### src/rtl/tile_collision_probe.sv
// Background collision probe: walks 8 points around the sprite box through level
// memory and publishes left/right/up/down blocked flags once the whole sweep is done.
//
// state  | meaning
// IDLE   | waiting for enable; latches sprite box on start
// ADDR   | registers memory address of the current probe
// WAIT   | lets level memory catch up (MEM_LATENCY cycles)
// SAMPLE | folds the tile (or forced boundary) into its direction
// DONE   | flags valid, done held until enable drops
module tile_collision_probe #(
  parameter int          TILE_SHIFT    = 3,
  parameter int          LEVEL_W_SHIFT = 11,
  parameter int          LEVEL_H_TILES = 15,
  parameter int          MEM_LATENCY   = 1,
  parameter logic [3:0]  EMPTY_TILE    = 4'd0
) (
  input  logic        clock,
  input  logic        reset,
  input  logic        enable,
  input  logic [31:0] x_location,
  input  logic [6:0]  y_location,
  input  logic [4:0]  width,
  input  logic [4:0]  height,
  input  logic [3:0]  memory_input,
  output logic [14:0] memory_address,
  output logic        left,
  output logic        right,
  output logic        up,
  output logic        down,
  output logic        done,
  output logic        busy
);

  typedef enum logic [2:0] {S_IDLE, S_ADDR, S_WAIT, S_SAMPLE, S_DONE} state_t;

  localparam int          WAIT_W    = (MEM_LATENCY > 1) ? $clog2(MEM_LATENCY + 1) : 1;
  localparam logic [31:0] COL_LIMIT = 32'(1) << LEVEL_W_SHIFT;
  localparam logic [31:0] COL_MASK  = COL_LIMIT - 32'd1;
  localparam logic [7:0]  ROW_LIMIT = 8'(LEVEL_H_TILES);

  state_t              state_q, state_d;
  logic [31:0]         x0_q, x1_q;
  logic [7:0]          y0_q, y1_q;
  logic [2:0]          idx_q;
  logic [3:0]          acc_q, acc_d;
  logic [3:0]          flags_q;
  logic [14:0]         addr_q;
  logic [WAIT_W-1:0]   wait_q;

  logic [4:0]          w_eff, h_eff;
  logic [31:0]         px, col;
  logic [7:0]          py, row;
  logic [1:0]          dir;
  logic [14:0]         probe_addr;
  logic                solid;

  assign w_eff = (width  == 5'd0) ? 5'd1 : width;
  assign h_eff = (height == 5'd0) ? 5'd1 : height;

  // dir: 0 left, 1 right, 2 up, 3 down; even idx uses the near corner
  always_comb begin
    px = x0_q;
    py = y0_q;
    case (idx_q)
      3'd0: begin px = x0_q - 32'd1; py = y0_q;         end
      3'd1: begin px = x0_q - 32'd1; py = y1_q;         end
      3'd2: begin px = x1_q + 32'd1; py = y0_q;         end
      3'd3: begin px = x1_q + 32'd1; py = y1_q;         end
      3'd4: begin px = x0_q;         py = y0_q - 8'd1;  end
      3'd5: begin px = x1_q;         py = y0_q - 8'd1;  end
      3'd6: begin px = x0_q;         py = y1_q + 8'd1;  end
      default: begin px = x1_q;      py = y1_q + 8'd1;  end
    endcase
    col        = px >> TILE_SHIFT;
    row        = py >> TILE_SHIFT;
    dir        = idx_q[2:1];
    probe_addr = 15'(({24'd0, row} << LEVEL_W_SHIFT) | (col & COL_MASK));
  end

  // Off-level probes never trust memory: walls on the sides and top, a pit below.
  always_comb begin
    if (dir == 2'd0 && x0_q == 32'd0)      solid = 1'b1;
    else if (col >= COL_LIMIT)             solid = 1'b1;
    else if (dir == 2'd2 && y0_q == 8'd0)  solid = 1'b1;
    else if (row >= ROW_LIMIT)             solid = 1'b0;
    else                                   solid = (memory_input != EMPTY_TILE);
    acc_d      = acc_q;
    acc_d[dir] = acc_q[dir] | solid;
  end

  always_ff @(posedge clock) begin
    if (reset) state_q <= S_IDLE;
    else       state_q <= state_d;
  end

  always_comb begin
    state_d = state_q;
    case (state_q)
      S_IDLE:   if (enable) state_d = S_ADDR;
      S_ADDR:   state_d = enable ? S_WAIT : S_IDLE;
      S_WAIT:   if (!enable) state_d = S_IDLE;
                else if (wait_q == '0) state_d = S_SAMPLE;
      S_SAMPLE: if (!enable) state_d = S_IDLE;
                else state_d = (idx_q == 3'd7) ? S_DONE : S_ADDR;
      S_DONE:   if (!enable) state_d = S_IDLE;
      default:  state_d = S_IDLE;
    endcase
  end

  always_comb begin
    done = (state_q == S_DONE);
    busy = (state_q == S_ADDR) || (state_q == S_WAIT) || (state_q == S_SAMPLE);
  end

  always_ff @(posedge clock) begin
    if (reset) begin
      x0_q    <= '0;
      x1_q    <= '0;
      y0_q    <= '0;
      y1_q    <= '0;
      idx_q   <= '0;
      acc_q   <= '0;
      flags_q <= '0;
      addr_q  <= '0;
      wait_q  <= '0;
    end else begin
      case (state_q)
        S_IDLE: if (enable) begin
          x0_q  <= x_location;
          x1_q  <= x_location + 32'(w_eff) - 32'd1;
          y0_q  <= {1'b0, y_location};
          y1_q  <= {1'b0, y_location} + 8'(h_eff) - 8'd1;
          idx_q <= '0;
          acc_q <= '0;
        end
        S_ADDR: if (enable) begin
          addr_q <= probe_addr;
          wait_q <= WAIT_W'(MEM_LATENCY - 1);
        end
        S_WAIT: if (wait_q != '0) wait_q <= wait_q - 1'b1;
        S_SAMPLE: if (enable) begin
          acc_q <= acc_d;
          if (idx_q == 3'd7) flags_q <= acc_d;
          else               idx_q   <= idx_q + 3'd1;
        end
        default: ;
      endcase
    end
  end

  assign memory_address = addr_q;
  assign left  = flags_q[0];
  assign right = flags_q[1];
  assign up    = flags_q[2];
  assign down  = flags_q[3];

endmodule
### config.mk
export PLATFORM = sky130hd
export DESIGN_NAME = tile_collision_probe
export DESIGN_NICKNAME = d
export VERILOG_FILES = /design/src/rtl/tile_collision_probe.sv
export SDC_FILE = /design/constraint.sdc
export NUM_CORES = 1
export LEC_CHECK = 0
export BUFFER_PORTS_ARGS = -buffer_cell sky130_fd_sc_hd__buf_2
export CAP_MARGIN = 10
export CORE_MARGIN = 3
export CORE_UTILIZATION = 35
export CTS_BUF_LIST = sky130_fd_sc_hd__clkbuf_8 sky130_fd_sc_hd__clkbuf_16
export DETAILED_ROUTE_END_ITERATION = 10
export HOLD_SLACK_MARGIN = 0.06
export PLACE_DENSITY = 0.6
export REMOVE_ABC_BUFFERS = 1
export SLEW_MARGIN = 20
export SYNTH_ARGS = -nofsm -noshare
export SYNTH_HDL_FRONTEND = slang
export SYNTH_SLANG_ARGS = --single-unit
export TNS_END_PERCENT = 20
### constraint.sdc
create_clock -name clock -period 3.7 [get_ports clock]
set_input_delay 0.555 -clock clock [delete_from_list [all_inputs] [get_ports clock]]
set_output_delay 0.555 -clock clock [all_outputs]
set_load 0.01 [all_outputs]
==> metrics.txt, run 1 <==
status finished, final reports clean; IO Port Bufs 76; Post-Syn Instances 1,039; Critical Path AT 3.70 ns; highest metal used met4; Placer Congestion 0.872; design area 0.00854 sq mm; Multi-input gate area 0.00479 sq mm; ANT nets after route 0; core area 0.0206 sq mm; RSZ-0062 raised after global routing false; pre-CTS worst setup slack 0.115 ns; hold_buf cts 0; root buf cell clkbuf_16; Avg Synthesized Cell Area 7.19 sq um; final number of hold-violating endpoints 0; Post-CTS Setup Bufs 0; area grow syn2layout 14.4%; hold-critical path depth 3; share of layout cells above drive strength 1 12.1%; Max Cap Viol 0; Synth cell types 68; detailed-route via count 7,511; r2r worst-path depth 9; Tot Pwr 3.12 mW; final setup vio count 0; PwrDens 365 mW/mm^2; CTS Buf Count 9; final worst path period share 93.9%; Total Wirelength 20,900 um; grt ovf 0; drt drc 0; number of global-route vias before repair 6,882; CP top delay family simple AND/OR/NAND/NOR gates; placed cell areas 0.00824 sq mm; Final Skew 0.00648 ns; DR vias/cell 5.43; IO Pins 77; depth of the CTS H-tree 3; max frequency 288 MHz; Ys Warns 0; worst setup path class reg2reg; Post-Synthesis Cell Area 0.00747 sq mm; register area share after synthesis 29.0%; wire per inst 15.1 um; type of origin of the critical path register; die width 152 um; WL met3 843 um; Die Ht 152 um; DRC marker count from the first detailed-route iteration 430; Slew @ Worst Pin 0.991 ns; WL met1 10,200 um; first-pass iteration count of the detailed router 5; Seq cells post-synth 108; reg2reg setup slack 0.23 ns; crit path max fanout 7; nets 1,219; Max Root-Sink Buffers 2; ANT cells 0; main flop type after synthesis dfxtp_1; Reg area 0.00216 sq mm; # clock sinks 108; hold_sp y_location[3]; CP peak stage delay 0.68 ns; hpwl dp 15,900 um; share of the synthesized area in the top cell type 29.0%; crit path cell chain or4_1, nor4_1, a211o_1, a211oi_1, nor4_1, nor2_1, or4_1, nor3_4, o41ai_1; top post-synthesis cells by area dfxtp_1 29%, ha_1 8.7%, nand2_1 8.7%, a21oi_1 7.8%, inv_1 4.4%; final worst slack 0.226 ns; EDFF count, synth 0; Max Slew Vio Count 0; ys async rst share 0%; first-pass GRT wire length 34,500 um; gr usage total 17.6%; CP Capture Type register; dominant cell type by area after synthesis dfxtp_1; Worst EP required 3.93 ns; Worst Path Buf+Inv 0; largest net degree at the start of global routing 49; Max VDD drop 0.210 mV; WL met2 9540 um; Pleak 3.69 nW; RR Startpoint y0_q[0]$_SDFFE_PP0P_; Worst-Skew Late Latency 0.36 ns; Fillers 2,225; FP Rows 52; post_cts resized 0; Initial Util 36.2%; CP max stage cell nor4_1; initial antenna violation count 0; reg-to-reg endpoint flags_q[1]$_SDFFE_PP0P_; final hold slack 0.443 ns; Max-Slew Margin vs Limit 33.7%; post-route minimum period 3.47 ns; Worst Hold Endpoint y0_q[3]$_SDFFE_PP0P_; CTS tree yes; Worst Hold Class in2reg; Die ar. 0.0231 sq mm; Clk pin slew, worst setup/hold paths 0.07 ns
-- routing by layer --
| layer | GRT usage (%) | vias up |
|---|---|---|
| met1 | 24.7 | 3528 |
| met2 | 28.6 | 163 |
| met4 | 4.02 | 0 |
| met5 | 0 | - |
| li1 | - | 3802 |
| met3 | 2.93 | 18 |
-- cell usage in the layout (no fill, tap or decap), types with 6 or more instances in the layout --
cell	Yosys	layout
a211oi_1	21	21
a21o_1	12	12
a21oi_1	117	117
a221oi_1	7	7
a22o_1	7	7
a31oi_1	17	17
and2_1	6	6
and3_1	8	8
buf_2	0	75
buf_4	0	31
clkbuf_16	0	9
dfxtp_1	108	108
ha_1	52	52
inv_1	88	88
nand2_1	173	172
nand2b_1	10	10
nand3_1	19	19
nand4_1	10	10
nor2_1	88	88
nor2b_1	7	7
nor3_1	31	30
nor4_1	18	18
o211ai_1	10	10
o21ai_0	48	48
o21bai_1	6	6
or3_1	9	9
or4_1	11	11
xnor2_1	25	25
xor2_1	13	13
-- tightest hold or removal path: stages --
cell and delay (ns):
buf_2 0.10, nand2_1 0.05, a21oi_1 0.05
-- worst max path at each step --
stage,start,end,slack (ns),depth (start not counted)
2_1_floorplan,enable,idx_q[2]$_SDFFE_PP0P_,-2.35,6
3_3_place_gp,x_location[2],x1_q[30]$_SDFFE_PP0P_,0.19,15
3_5_place_dp,width[2],x1_q[23]$_SDFFE_PP0P_,0.12,18
4_1_cts,x0_q[17]$_SDFFE_PP0P_,flags_q[1]$_SDFFE_PP0P_,0.30,9
5_1_grt,x0_q[7]$_SDFFE_PP0P_,flags_q[2]$_SDFFE_PP0P_,0.04,9
6_report,y0_q[0]$_SDFFE_PP0P_,flags_q[1]$_SDFFE_PP0P_,0.23,9
-- area by class of cell --
cell class	count	share of cell area, %
inverter	90	3.95
clock buffer	9	2.64
tap	270	3.95
timing repair buffer	106	7.12
sequential	108	25.3
clock inverter	7	0.894
multi-input combinational	794	56.1
-- through the flow --
step / cells / util (%) / TNS, ns
after detailed placement: 1368 / 40.0 / 0
after CTS: 1384 / 41.4 / 0
final: 1384 / 41.4 / 0
after global placement: 1368 / 40.0 / 0
after floorplan: 992 / - / -117.40
after global routing: 1384 / 41.4 / 0
-- synthesized netlist by cell type, drive strengths merged (3+ instances only) --
master and number:
nor2b 7, o21ai 49, o221ai 3, a22o 7, a211oi 21, o31ai 5, and3 8, nor4b 4
dfxtp 108, nor3b 3, nand2 173, nor2 88, and4 3, a211o 4, a21o 12, and2 6
inv 89, o21bai 6, a31oi 17, a221oi 7, nand4 10, xnor2 25, nand3 19, o211ai 10
or3 9, a21oi 117, or4 11, ha 52, o41ai 4, buf 4, nand2b 10, nor4 19
clkbuf 43, nor3 32, o21a 4, xor2 13, mux2i 4
-- power breakdown --
group / switching [mW] / total, mW / internal (mW) / leakage [nW]
Sequential: 0.0934 / 1.34 / 1.24 / 0.885
Combinational: 0.449 / 0.794 / 0.345 / 2.67
Clock: 0.461 / 0.989 / 0.529 / 0.142
Total: 1.00 / 3.12 / 2.12 / 3.69
-- sequential cells by signal (all words and copies together), names as in the netlist --
| signal | flops |
|---|---|
| x0_q | 32 |
| x1_q | 32 |
| memory_address | 15 |
| y1_q | 8 |
| y0_q | 7 |
| acc_q | 4 |
| flags_q | 4 |
| idx_q | 3 |
| state_q | 3 |
-- kinds of logic after synthesis --
logic type,count (synthesis),share of synthesized area [%]
AOI/OAI and AO/OA,289,24.2
xor gates and xnor gates,38,4.46
adders and majority gates,54,9.25
buffers and inverters,137,6.99
DFF,108,29.0
muxes,4,0.536
and+or+nand+nor,409,25.6
Power figures use the tool's default switching activity.
==> run 2, diff against run 1 <==
Settings changed: CAP_MARGIN 10 to unset, PLACE_DENSITY 0.6 to 0.63, SLEW_MARGIN 20 to 10.
==> metrics.txt, run 2 (same netlist as run 1, synthesis figures left out) <==
detailed-route via count 7,430 (-1.1%); IO Pins 77 (unchanged); CTS Buf Count 9 (unchanged); depth of the CTS H-tree 3 (unchanged); Pleak 3.71 nW (+0.41%); DR vias/cell 5.36 (-1.3%); share of layout cells above drive strength 1 12.4% (+0.24 points); IO Port Bufs 76 (unchanged); final number of hold-violating endpoints 0 (unchanged); Max VDD drop 0.203 mV (-3.5%); pre-CTS worst setup slack 0.130 ns (+0.0147 ns); Die ar. 0.0231 sq mm (unchanged); gr usage total 17.1% (-0.52 points); area grow syn2layout 14.7%; Core Util, Final 41.5% (+0.10 points); FP Rows 52 (unchanged); wire per inst 14.7 um (-2.5%); core area 0.0206 sq mm (unchanged); initial antenna violation count 0 (unchanged); Clk pin slew, worst setup/hold paths 0.08 ns (about the same); crit path max fanout 7 (unchanged); Worst EP required 3.93 ns (about the same); final setup vio count 0 (unchanged); Placer Congestion 0.885 (+1.5%); max frequency 293 MHz (+1.6%); post-route minimum period 3.42 ns (-0.0554 ns); Total Wirelength 20,400 um (-2.2%); final hold slack 0.436 ns (-0.00756 ns); CTS tree yes; largest net degree at the start of global routing 66 (+35%); status finished, final reports clean; RSZ-0062 raised after global routing false; PwrDens 365 mW/mm^2 (-0.22%); first-pass iteration count of the detailed router 5 (unchanged); Fillers 2,146 (-3.6%); Final Skew 0.00938 ns (+0.00290 ns); first-pass GRT wire length 33,800 um (-1.8%); most frequent cells in the layout 172 x nand2_1, 117 x a21oi_1, 108 x dfxtp_1; Die Ht 152 um (unchanged); hpwl dp 15,700 um (-1.5%); Max Root-Sink Buffers 2 (unchanged); type of origin of the critical path register; hold_buf cts 0 (unchanged); Worst-Skew Late Latency 0.36 ns (about the same); worst setup path class reg2reg; grt ovf 0 (unchanged); # clock sinks 108 (unchanged); drt drc 0 (unchanged); most common cell after layout, fill and taps aside nand2_1; setup tns final 0 ns (unchanged); nets 1,222 (+0.25%); post-route non-filler standard cell count 1,387 (+0.22%); ANT nets after route 0 (unchanged); Post-CTS Setup Bufs 0 (unchanged); final worst slack 0.282 ns (+0.0554 ns); root buf cell clkbuf_16; Max Slew Vio Count 0 (unchanged); CP Capture Type register; final worst path period share 92.4% (-1.5 points); number of global-route vias before repair 6,801 (-1.2%); die width 152 um (unchanged); Initial Util 36.2% (unchanged); Max-Slew Margin vs Limit 51.8% (+18 points); DRC marker count from the first detailed-route iteration 455 (+5.8%); Max Cap Viol 0 (unchanged); Slew @ Worst Pin 0.716 ns (-0.275 ns); Reg area 0.00216 sq mm (unchanged); ANT cells 0 (unchanged); Multi-input gate area 0.00479 sq mm (unchanged); placed cells 1,371 (+0.22%); Worst Hold Class in2reg; post_cts resized 0 (unchanged); Critical Path AT 3.65 ns (-0.05 ns)
==> run 2: changes by cell type in the layout (fill, tap and decap cells not counted), sizes merged <==
cell    change
clkinv      -1
inv         +1
buf         +3
==> run 2: where the power goes <==
| part | switching, mW | internal (mW) | total, mW |
|---|---|---|---|
| sequential | 0.0915 | 1.24 | 1.34 |
| clock | 0.462 | 0.530 | 0.992 |
| combinational | 0.447 | 0.346 | 0.794 |
| total | 1.00 | 2.12 | 3.12 |
==> run 2: final cells by class <==
| class | instances | share of cell area [%] |
|---|---|---|
| Clock inverter | 7 | 0.877 |
| Clock buffer | 9 | 2.63 |
| Sequential cell | 108 | 25.2 |
| Tap cell | 270 | 3.95 |
| Inverter | 90 | 3.95 |
| Timing Repair Buffer | 109 | 7.36 |
| Multi-Input combinational cell | 794 | 56.0 |
==> run 2: final timing paths <==
check	startpoint	end	slack (ns)	depth (start not counted)
hold / removal	y_location[4]	y0_q[4]$_SDFFE_PP0P_	0.44	3
setup reg to reg	y0_q[0]$_SDFFE_PP0P_	flags_q[0]$_SDFFE_PP0P_	0.28	9
setup / recovery	y0_q[0]$_SDFFE_PP0P_	flags_q[0]$_SDFFE_PP0P_	0.28	9
hold reg to reg	x0_q[20]$_SDFFE_PP0P_	x0_q[20]$_SDFFE_PP0P_	0.45	2
==> run 2: layer usage <==
| layer | global-route usage, % | vias up | part of all wire, % | wire length [um] |
|---|---|---|---|---|
| li1 | - | 3805 | - | - |
| met1 | 24.5 | 3448 | 49 | 10100 |
| met2 | 27.1 | 163 | 45 | 9200 |
| met3 | 3.38 | 14 | 4.8 | 984 |
| met4 | 3.17 | 0 | 0.69 | 141 |
| met5 | 0 | - | 0 | 0 |
==> run 2: worst max-delay path: stages, from the launching register on <==
cell	delay, ns
dfxtp_1	0.32
or4_1	0.64
nor4_1	0.65
a211o_1	0.18
a211oi_1	0.07
nor4_1	0.29
nor2_1	0.12
or4_1	0.69
o221ai_2	0.23
a21oi_1	0.09
==> run 2: through the flow <==
step	area, sq um	total power [mW]
2_1_floorplan	7280	1.90
3_3_place_gp	8260	2.14
3_5_place_dp	8260	2.15
4_1_cts	8560	3.15
5_1_grt	8560	3.32
6_report	8560	3.12
